==> src/rtl/upordown_counter_pkg.sv <==
// Shared constants for the up/down counter: default width and direction encodings.
package upordown_counter_pkg;
   localparam int   WIDTH_DEFAULT = 4;
   localparam logic DIR_UP        = 1'b1;
   localparam logic DIR_DOWN      = 1'b0;
endpackage

==> src/rtl/upordown_counter_next.sv <==
// Next-value logic for the up/down counter; purely combinational, modulo 2^WIDTH.
// An unknown direction falls through to the count-down path.
module upordown_counter_next
   import upordown_counter_pkg::*;
#(
   parameter int WIDTH = WIDTH_DEFAULT
)(
   input  logic [WIDTH-1:0] cur,
   input  logic             dir,
   output logic [WIDTH-1:0] nxt
);

   always_comb begin
      nxt = cur - WIDTH'(1);
      if (dir == DIR_UP)
         nxt = cur + WIDTH'(1);
   end

endmodule

==> src/rtl/upordown_counter.sv <==
// Free-running up/down counter, one step per Clk edge, Count straight from the register.
// No enable or backpressure; active-low reset clears Count immediately.
module upordown_counter
   import upordown_counter_pkg::*;
#(
   parameter int WIDTH = WIDTH_DEFAULT
)(
   input  logic             Clk,
   input  logic             reset,
   input  logic             UpOrDown,
   output logic [WIDTH-1:0] Count
);

   logic [WIDTH-1:0] count_nxt;

   upordown_counter_next #(.WIDTH(WIDTH)) u_next (
      .cur (Count),
      .dir (UpOrDown),
      .nxt (count_nxt)
   );

   always_ff @(posedge Clk or negedge reset) begin
      if (!reset)
         Count <= '0;
      else
         Count <= count_nxt;
   end

endmodule

==> config.mk <==
export PLATFORM = sky130hd
export DESIGN_NAME = upordown_counter
export DESIGN_NICKNAME = d
export VERILOG_FILES = /design/src/rtl/upordown_counter_pkg.sv /design/src/rtl/upordown_counter_next.sv /design/src/rtl/upordown_counter.sv
export SDC_FILE = /design/constraint.sdc
export NUM_CORES = 1
export LEC_CHECK = 0
export CAP_MARGIN = 30
export CORE_AREA = 2 2 39 41
export CTS_CLUSTER_SIZE = 24
export DETAILED_ROUTE_END_ITERATION = 7
export DIE_AREA = 0 0 41 43
export PLACE_DENSITY_LB_ADDON = 0.12
export SYNTH_ARGS = -nofsm -noshare
export SYNTH_HDL_FRONTEND = slang
export SYNTH_HIERARCHICAL = 1
export SYNTH_SLANG_ARGS = --single-unit
==> constraint.sdc <==
create_clock -name Clk -period 1.81 [get_ports Clk]
set_clock_uncertainty 0.15 [all_clocks]
set_input_delay 0.2715 -clock Clk [delete_from_list [all_inputs] [get_ports Clk]]
set_output_delay 0.2715 -clock Clk [all_outputs]
set_load 0.03 [all_outputs]
# Word level (Yosys, flattened, before mapping)
# Cells that the tools add are included.
# W data, S select, Z words.
# word_totals
ff_bits,4
output_inout_bits,4
elab_cells,4
# classes
addsub,2
muxes,1
# op_table
op,n
$add A4 B1 Y4 const B,1
$mux W4,1
$sub A4 B1 Y4 const B,1

# Logic depth before layout (Yosys ltp)
# Gate-level depths: netlist (run 1).
# depth
word_depth,2
mapped_depth,5
depth_no_buf,5

# By module
# The synthesis (run 1) kept the hierarchy.
# modules_own_cells
module,n_inst,cells_per_inst,area_each_um2
upordown_counter,1,4,100.1
upordown_counter_next,1,10,95.1

# Worst setup path after synthesis (run 1)
# Ideal clock, no wire load.
# synth_timing
path_kind,register to register
startpoint,reg Count[1]
endpoint,reg Count[3]
setup_ns,0.123
t_arrival_ns,1.212
t_required_ns,1.537
setup_slack_ns,0.325
stages_incl_launch_ff,5
path_buffers,0
path_cell_list,dfrtp_1 ha_1 a21o_1 a21oi_2 xnor2_1
# synth_via
elab_chain_cells,2
word_cells_on_any_way,3
cone_classes,2 x add/sub; 1 x mux
# synth_rtl
element,line,rtl
from (decl),upordown_counter.sv:11,output logic [WIDTH-1:0] Count
from (signal assigned),upordown_counter.sv:26,Count <= count_nxt;
$sub A4 B1 Y4 or $add A4 B1 Y4 (tied branches),"upordown_counter_next.sv:14, upordown_counter_next.sv:16",
$mux W4 *,upordown_counter_next.sv:15,if (dir == DIR_UP)
named net count_nxt[3],upordown_counter.sv:14,logic [WIDTH-1:0] count_nxt;
# Mark *: on every way through the listed nets, which the timed path passes. The rest lies on a longest branch.

# Worst setup path after layout (run 1)
# layout_timing
startpoint,reg Count[1]
endpoint,out Count[1]
# No word-level cell between the ends.

==> impl_metrics.json, run 1 <==
{
  "path_max_fanout": 3,
  "holdCritPathClass": "input port to asynchronous set/reset pin",
  "path_clk_slew_ns": 0.04,
  "root_buffer": "clkbuf_4",
  "drive_gt1_share_pct": 26.92,
  "place_ws_ns": 0.03878,
  "drt-initial-drc-count": 4,
  "power-per-cell-area_mw_per_mm2": 1658,
  "place_congestion": 0.6196,
  "yosysMostFrequentCell": "dfrtp_1",
  "largest_reg_flops": 4,
  "synth-edff-count": 0,
  "ys_ff_latch": 4,
  "worstPathArrival_ns": 1.31,
  "ys.flop_type": "dfrtp_1",
  "n_antenna_cell": 0,
  "port-buffer-count": 6,
  "track_usage_pct": 6.149,
  "regToRegEndpoint": "Count[3]",
  "synth_top_area_share_pct": 51.28,
  "wl_met1_microns": 171,
  "fmax_mhz": 579.1,
  "routed_wl_microns": 369,
  "htree_levels": 1,
  "cap_violations": 0,
  "report.final.slew_viol_count": 0,
  "syn_inst": 14,
  "antenna_found_initial": 0,
  "cts_hold_buffers": 0,
  "worst_ep_required_time_ns": 1.39,
  "drc": 0,
  "crit_path_end": "Count[1]",
  "core_sq_mm": 0.001384,
  "r2r_cells": 4,
  "wl_met2_microns": 172,
  "dr_wl_met3_microns": 24,
  "crit_buf_inv": 1,
  "dr.pass1.iters": 2,
  "cts.sink_count": 4,
  "setup-violations-final": 0,
  "grt_overflow": 0,
  "tightest_slew_ns": 0.3163,
  "ir_worst_vdd_uv": 411.0,
  "synth_warnings": 6,
  "top_regs": "Count (4)",
  "largest_register": "Count",
  "period_minus_slack_ns": 1.727,
  "synth_common_cells": "dfrtp_1, ha_1, inv_1, xnor2_1",
  "finalCritPeriodShare_pct": 95.40,
  "top_layer_used": "met3",
  "synth_area_leaders": "dfrtp_1, ha_1, fa_1, xnor2_1, a21oi_2",
  "critPathTopFamily": "buffers and inverters",
  "cp-start-kind": "flip-flop",
  "grt_pass1_wl_microns": 572,
  "dieArea_sq_mm": 0.001763,
  "final_util_pct": 23.33,
  "fin_ws_ns": 0.08323,
  "synth_area_per_cell_sq_um": 13.94,
  "relSlewSlack_pct": 78.88,
  "final_hold_viol_count": 0,
  "vias": 133,
  "cts_tree": "built",
  "yosys.area.top_type": "dfrtp_1",
  "p_leak_uw": 0.0001489,
  "cts_made_buffers": 3,
  "die_w_microns": 41,
  "vias_per_cell": 3.167,
  "cp.depth": 1,
  "syn2layout_area_growth_pct": 65.38,
  "placed_cell_area_sq_um": 297.8,
  "ys_async_sr_fraction_pct": 100.0,
  "path_cells": "clkdlybuf4s50_1",
  "die_h_microns": 43,
  "synth_fp_nets": 20,
  "clockBufferDepth": 2,
  "netlist_area_sq_um": 195.2,
  "critical_path.startpoint": "Count[1]",
  "rows": 14,
  "ios": 7,
  "crit_path_end_kind": "primary output",
  "start_util_pct": 14.10,
  "status": "finished, final reports clean",
  "path_class": "flip-flop to primary output",
  "grt_max_degree": 5,
  "tns_ns": 0,
  "first_global_vias": 134,
  "clock_latency_ns": 0.23,
  "wl_per_cell_microns": 8.786,
  "reg2reg_slack_ns": 0.44,
  "ant_nets": 0,
  "final_area_sq_um": 322.8,
  "dp.final_hpwl_microns": 281.5,
  "finalNetCount": 34,
  "slowest_stage": "clkdlybuf4s50_1",
  "yosysUniqueCellTypes": 8,
  "timing.rr.start": "Count[1]",
  "max_stage_delay_ns": 0.69,
  "rsz0062_at_grt": "no",
  "ys_seq_area_share_pct": 51.28
}
[power breakdown]
part / internal [uW] / switching, uW
Combinational: 132 / 139
Sequential: 127 / 26.8
Clock: 74.1 / 35.9
Total: 334 / 201
[layer usage]
| metal | vias up | global-route usage [%] |
|---|---|---|
| met5 | - | 0 |
| met4 | 0 | 10.00 |
| met3 | 0 | 4.712 |
| met2 | 3 | 6.250 |
| met1 | 61 | 5.537 |
| li1 | 69 | - |
[worst min path at each step]
stage | slack [ns] | cells past startpoint | endpoint
global placement | 0.35 | 1 | Count[2]
global route | 0.10 | 1 | Count[1]
finish | 0.1 | 1 | Count[2]
detailed placement | 0.35 | 1 | Count[2]
floorplan | -0.17 | 0 | Count[0]
CTS | 0.1 | 1 | Count[0]
[repair_timing]
action	CTS	global route
gates resized for setup	0	1
endpoints found under the setup margin	0	1
buffers inserted	0	0
[cells in the final DEF (no fill, tap or decap), drive strengths merged]
master         instances
clkdlybuf4s50          5
dfrtp                  4
clkbuf                 3
buf                    3
inv                    2
xnor2                  2
ha                     2
dlymetal6s2s           1
a21o                   1
a21oi                  1
xor2                   1
fa                     1
[cells by family (layout without fill, tap and decap cells)]
kind of cell             after synthesis  after routing  synth area share, %
AO/OA/AOI/OAI                          2              2                8.336
buffers and inverters                  2             14                3.848
XOR/XNOR                               3              3                13.46
flip-flops                             4              4                51.28
adder cells (fa/ha/maj)                3              3                23.08
[per-stage QoR]
stage | power (uW) | hold slack [ns] | std cells
finish | 535.1 | 0.09653 | 42
global route | 581.3 | 0.1004 | 42
CTS | 547.7 | 0.09982 | 42
detailed placement | 429.0 | 0.3544 | 39
global placement | 429.8 | 0.3484 | 39
floorplan | 331.7 | -0.1741 | 14
[final cells by class]
type | count | area [sq um]
clock buffers | 3 | 22.52
fillers | 145 | 1061
inverters | 2 | 7.507
multi-input cells | 8 | 87.58
flip-flops and latches | 4 | 100.1
well taps | 16 | 20.02
repair buffers | 9 | 85.08
No activity file was read; power rests on OpenSTA's default activity.
==> run 2: changes to the inputs <==
- PLACE_DENSITY: not set -> 0.36
- PLACE_DENSITY_LB_ADDON: 0.12 -> not set
==> impl_metrics.json, run 2 (same netlist as run 1, synthesis figures left out) <==
{
  "cts_hold_buffers": 0,
  "antenna_found_initial": 0,
  "start_util_pct": 14.10,
  "clockBufferDepth": 2,
  "r2r_cells": 4,
  "grt_pass1_wl_microns": 565,
  "worst_ep_required_time_ns": 1.39,
  "crit_path_end_kind": "primary output",
  "first_global_vias": 136,
  "dr.pass1.iters": 2,
  "n_antenna_cell": 0,
  "clock_latency_ns": 0.24,
  "rsz0062_at_grt": "no",
  "placed_cell_area_sq_um": 282.8,
  "power-per-cell-area_mw_per_mm2": 1734,
  "finalNetCount": 32,
  "largest_reg_flops": 4,
  "relSlewSlack_pct": 78.89,
  "mostFrequentLayoutCell": "clkdlybuf4s50_1",
  "tightest_slew_ns": 0.3162,
  "core_sq_mm": 0.001384,
  "path_clk_slew_ns": 0.04,
  "vias_per_cell": 3.250,
  "holdCritPathClass": "input port to asynchronous set/reset pin",
  "ir_worst_vdd_uv": 759.3,
  "cap_violations": 0,
  "root_buffer": "clkbuf_4",
  "fmax_mhz": 573.8,
  "top_regs": "Count (4)",
  "path_max_fanout": 3,
  "max_stage_delay_ns": 0.69,
  "critPathTopFamily": "buffers and inverters",
  "path_cells": "clkdlybuf4s50_1",
  "p_leak_uw": 0.0001393,
  "dieArea_sq_mm": 0.001763,
  "port-buffer-count": 6,
  "ios": 7,
  "report.final.slew_viol_count": 0,
  "drc": 0,
  "die_w_microns": 41,
  "grt_max_degree": 5,
  "die_h_microns": 43,
  "path_class": "flip-flop to primary output",
  "routed_wl_microns": 356,
  "cts_resized": 0,
  "syn2layout_area_growth_pct": 57.69,
  "cp-start-kind": "flip-flop",
  "crit_buf_inv": 1,
  "cts_made_buffers": 3,
  "vias": 130,
  "status": "finished, final reports clean",
  "setup-violations-final": 0,
  "htree_levels": 1,
  "grt_overflow": 0,
  "cts_tree": "built",
  "wl_per_cell_microns": 8.900,
  "cts.sink_count": 4,
  "rows": 14,
  "drt-initial-drc-count": 6,
  "timing.rr.start": "Count[1]",
  "regToRegEndpoint": "Count[3]",
  "track_usage_pct": 5.354,
  "fin_total_pwr_uw": 533.7,
  "largest_register": "Count",
  "tns_ns": 0,
  "layout_common_cells": "clkdlybuf4s50_1, dfrtp_1, clkbuf_4",
  "crit_path_end": "Count[1]",
  "drive_gt1_share_pct": 20.83,
  "finalCritPeriodShare_pct": 96.28,
  "cp.depth": 1,
  "reg2reg_slack_ns": 0.43,
  "worstPathArrival_ns": 1.32,
  "slowest_stage": "clkdlybuf4s50_1",
  "critical_path.startpoint": "Count[1]",
  "ant_nets": 0,
  "place_congestion": 0.6155,
  "final_hold_viol_count": 0,
  "final_util_pct": 22.24,
  "final_area_sq_um": 307.8,
  "period_minus_slack_ns": 1.743,
  "cts_setup_buffers": 0
}
-- run 2: cell types whose count changed in the layout (fill, tap and decap cells not counted) --
| cell | delta |
|---|---|
| buf_4 | -2 |
-- run 2: power breakdown --
group | switching [uW] | total, uW | internal [uW]
Combinational | 137 | 267 | 129
Clock | 35.9 | 110 | 74.1
Sequential | 29.5 | 157 | 127
-- run 2: stage by stage --
stage | hold WS [ns] | setup slack (ns) | instances
6_report | 0.08950 | 0.06728 | 40
5_1_grt | 0.09374 | 0.007315 | 40
4_1_cts | 0.09253 | 0.03905 | 40
3_5_place_dp | 0.3447 | 0.009532 | 37
3_3_place_gp | 0.3442 | 0.01457 | 37
2_1_floorplan | -0.1741 | 0.3253 | 14
-- run 2: worst min-delay path by stage --
stage / from / to / slack [ns] / cells after the start
2_1_floorplan: reset / Count[0] / -0.17 / 0
3_3_place_gp: Count[0] / Count[0] / 0.34 / 1
3_5_place_dp: reset / Count[3] / 0.34 / 1
4_1_cts: reset / Count[1] / 0.09 / 1
5_1_grt: reset / Count[1] / 0.09 / 1
6_report: reset / Count[1] / 0.09 / 1
-- run 2: routing by layer --
layer | part of all wire (%) | vias up | wire, microns | track usage [%]
met5 | 0 | - | 0 | 0
met4 | 0 | 0 | 0 | 2.000
met3 | 15 | 0 | 54 | 6.283
met2 | 38 | 7 | 137 | 5.313
met1 | 46 | 57 | 164 | 6.885
li1 | - | 66 | - | -
-- run 2: cell type report --
class / count / area, sq um
inverter: 2 / 7.507
multi-input combinational: 8 / 87.58
timing repair buffer: 7 / 70.07
tap: 16 / 20.02
clock buffer: 3 / 22.52
sequential: 4 / 100.1
fill: 146 / 1076
==> run 3: changes to the inputs <==
- clock period: 1.81 -> 2.25 ns (I/O delays scaled with it)
==> impl_metrics.json, run 3 (same netlist as run 1, synthesis figures left out) <==
{
  "vias_per_cell": 3.179,
  "antenna_found_initial": 0,
  "routed_wl_microns": 333,
  "clockBufferDepth": 2,
  "power-per-cell-area_mw_per_mm2": 1432,
  "layout_common_cells": "clkdlybuf4s50_1, dfrtp_1, clkbuf_4",
  "largest_reg_flops": 4,
  "cts_resized": 0,
  "htree_levels": 1,
  "tns_ns": 0,
  "status": "finished, final reports clean",
  "fillers": 149,
  "crit_buf_inv": 1,
  "vias": 124,
  "wl_met1_microns": 161,
  "reg2reg_slack_ns": 0.87,
  "grt_pass1_wl_microns": 510,
  "slowest_stage": "clkdlybuf4s50_1",
  "grt_max_degree": 5,
  "path_class": "flip-flop to primary output",
  "wl_per_cell_microns": 8.538,
  "r2r_cells": 4,
  "drc": 0,
  "n_antenna_cell": 0,
  "ant_nets": 0,
  "clock_latency_ns": 0.24,
  "root_buffer": "clkbuf_4",
  "worstPathArrival_ns": 1.33,
  "setup-violations-final": 0,
  "path_max_fanout": 4,
  "cts.sink_count": 4,
  "cts_made_buffers": 3,
  "placed_cell_area_sq_um": 275.3,
  "core_sq_mm": 0.001384,
  "top_layer_used": "met3",
  "cp.depth": 1,
  "rsz0062_at_grt": "no",
  "holdCritPathClass": "input port to asynchronous set/reset pin",
  "crit_path_end_kind": "primary output",
  "dr_wl_met3_microns": 61,
  "final_hold_viol_count": 0,
  "p_leak_uw": 0.0001350,
  "port-buffer-count": 6,
  "final_util_pct": 21.52,
  "syn2layout_area_growth_pct": 52.56,
  "period_minus_slack_ns": 1.818,
  "cp-start-kind": "flip-flop",
  "relSlewSlack_pct": 79.20,
  "cts_setup_buffers": 0,
  "die_w_microns": 41,
  "ios": 7,
  "tightest_slew_ns": 0.3111,
  "timing.rr.start": "Count[1]",
  "dieArea_sq_mm": 0.001763,
  "track_usage_pct": 5.444,
  "place_congestion": 0.6513,
  "fmax_mhz": 550.2,
  "critPathTopFamily": "buffers and inverters",
  "drive_gt1_share_pct": 17.39,
  "path_cells": "clkdlybuf4s50_1",
  "regToRegEndpoint": "Count[3]",
  "cap_violations": 0,
  "report.final.slew_viol_count": 0,
  "max_stage_delay_ns": 0.69,
  "dr.pass1.iters": 1,
  "first_global_vias": 125,
  "final_area_sq_um": 297.8,
  "cts_hold_buffers": 0,
  "mostFrequentLayoutCell": "clkdlybuf4s50_1",
  "ir_worst_vdd_uv": 417.6,
  "die_h_microns": 43,
  "grt_overflow": 0,
  "top_regs": "Count (4)",
  "rows": 14,
  "finalCritPeriodShare_pct": 80.78,
  "largest_register": "Count",
  "cts_tree": "built",
  "drt-initial-drc-count": 0,
  "worst_ep_required_time_ns": 1.76,
  "path_clk_slew_ns": 0.04,
  "wl_met2_microns": 110,
  "finalNetCount": 31,
  "start_util_pct": 14.10
}
run 3: cell type report:
type	count	area (sq um)	share of cell area, %
clock buffers	3	22.52	7.563
inverters	2	7.507	2.521
flip-flops and latches	4	100.1	33.61
repair buffers	6	60.06	20.17
well taps	16	20.02	6.723
multi-input cells	8	87.58	29.41
run 3: power breakdown:
group          total (uW)  internal (uW)  switching (uW)
logic                 213            103             110
registers             125            102            22.4
clock network        88.8           59.6            29.2
total                 426            265             161
run 3: stage by stage:
step,hold slack (ns),power [uW],std cells,setup WS (ns)
2_1_floorplan,-0.1081,266.8,14,0.7653
3_3_place_gp,0.3430,340.8,36,0.3501
3_5_place_dp,0.3559,341.5,36,0.3471
4_1_cts,0.1542,435.0,39,0.4115
5_1_grt,0.1572,462.2,39,0.3775
6_report,0.1550,426.5,39,0.4325
run 3: worst max-delay path by stage:
stage | from | endpoint | slack, ns
floorplan | Count[1] | Count[3] | 0.77
global placement | UpOrDown | Count[3] | 0.35
detailed placement | UpOrDown | Count[3] | 0.35
CTS | Count[0] | Count[0] | 0.41
global route | Count[0] | Count[0] | 0.38
finish | Count[0] | Count[0] | 0.43
run 3: layer usage:
metal	global-route usage, %	vias up
met1	7.166	52
met3	9.424	0
met4	2.000	0
met2	3.438	9
met5	0	-
li1	-	63
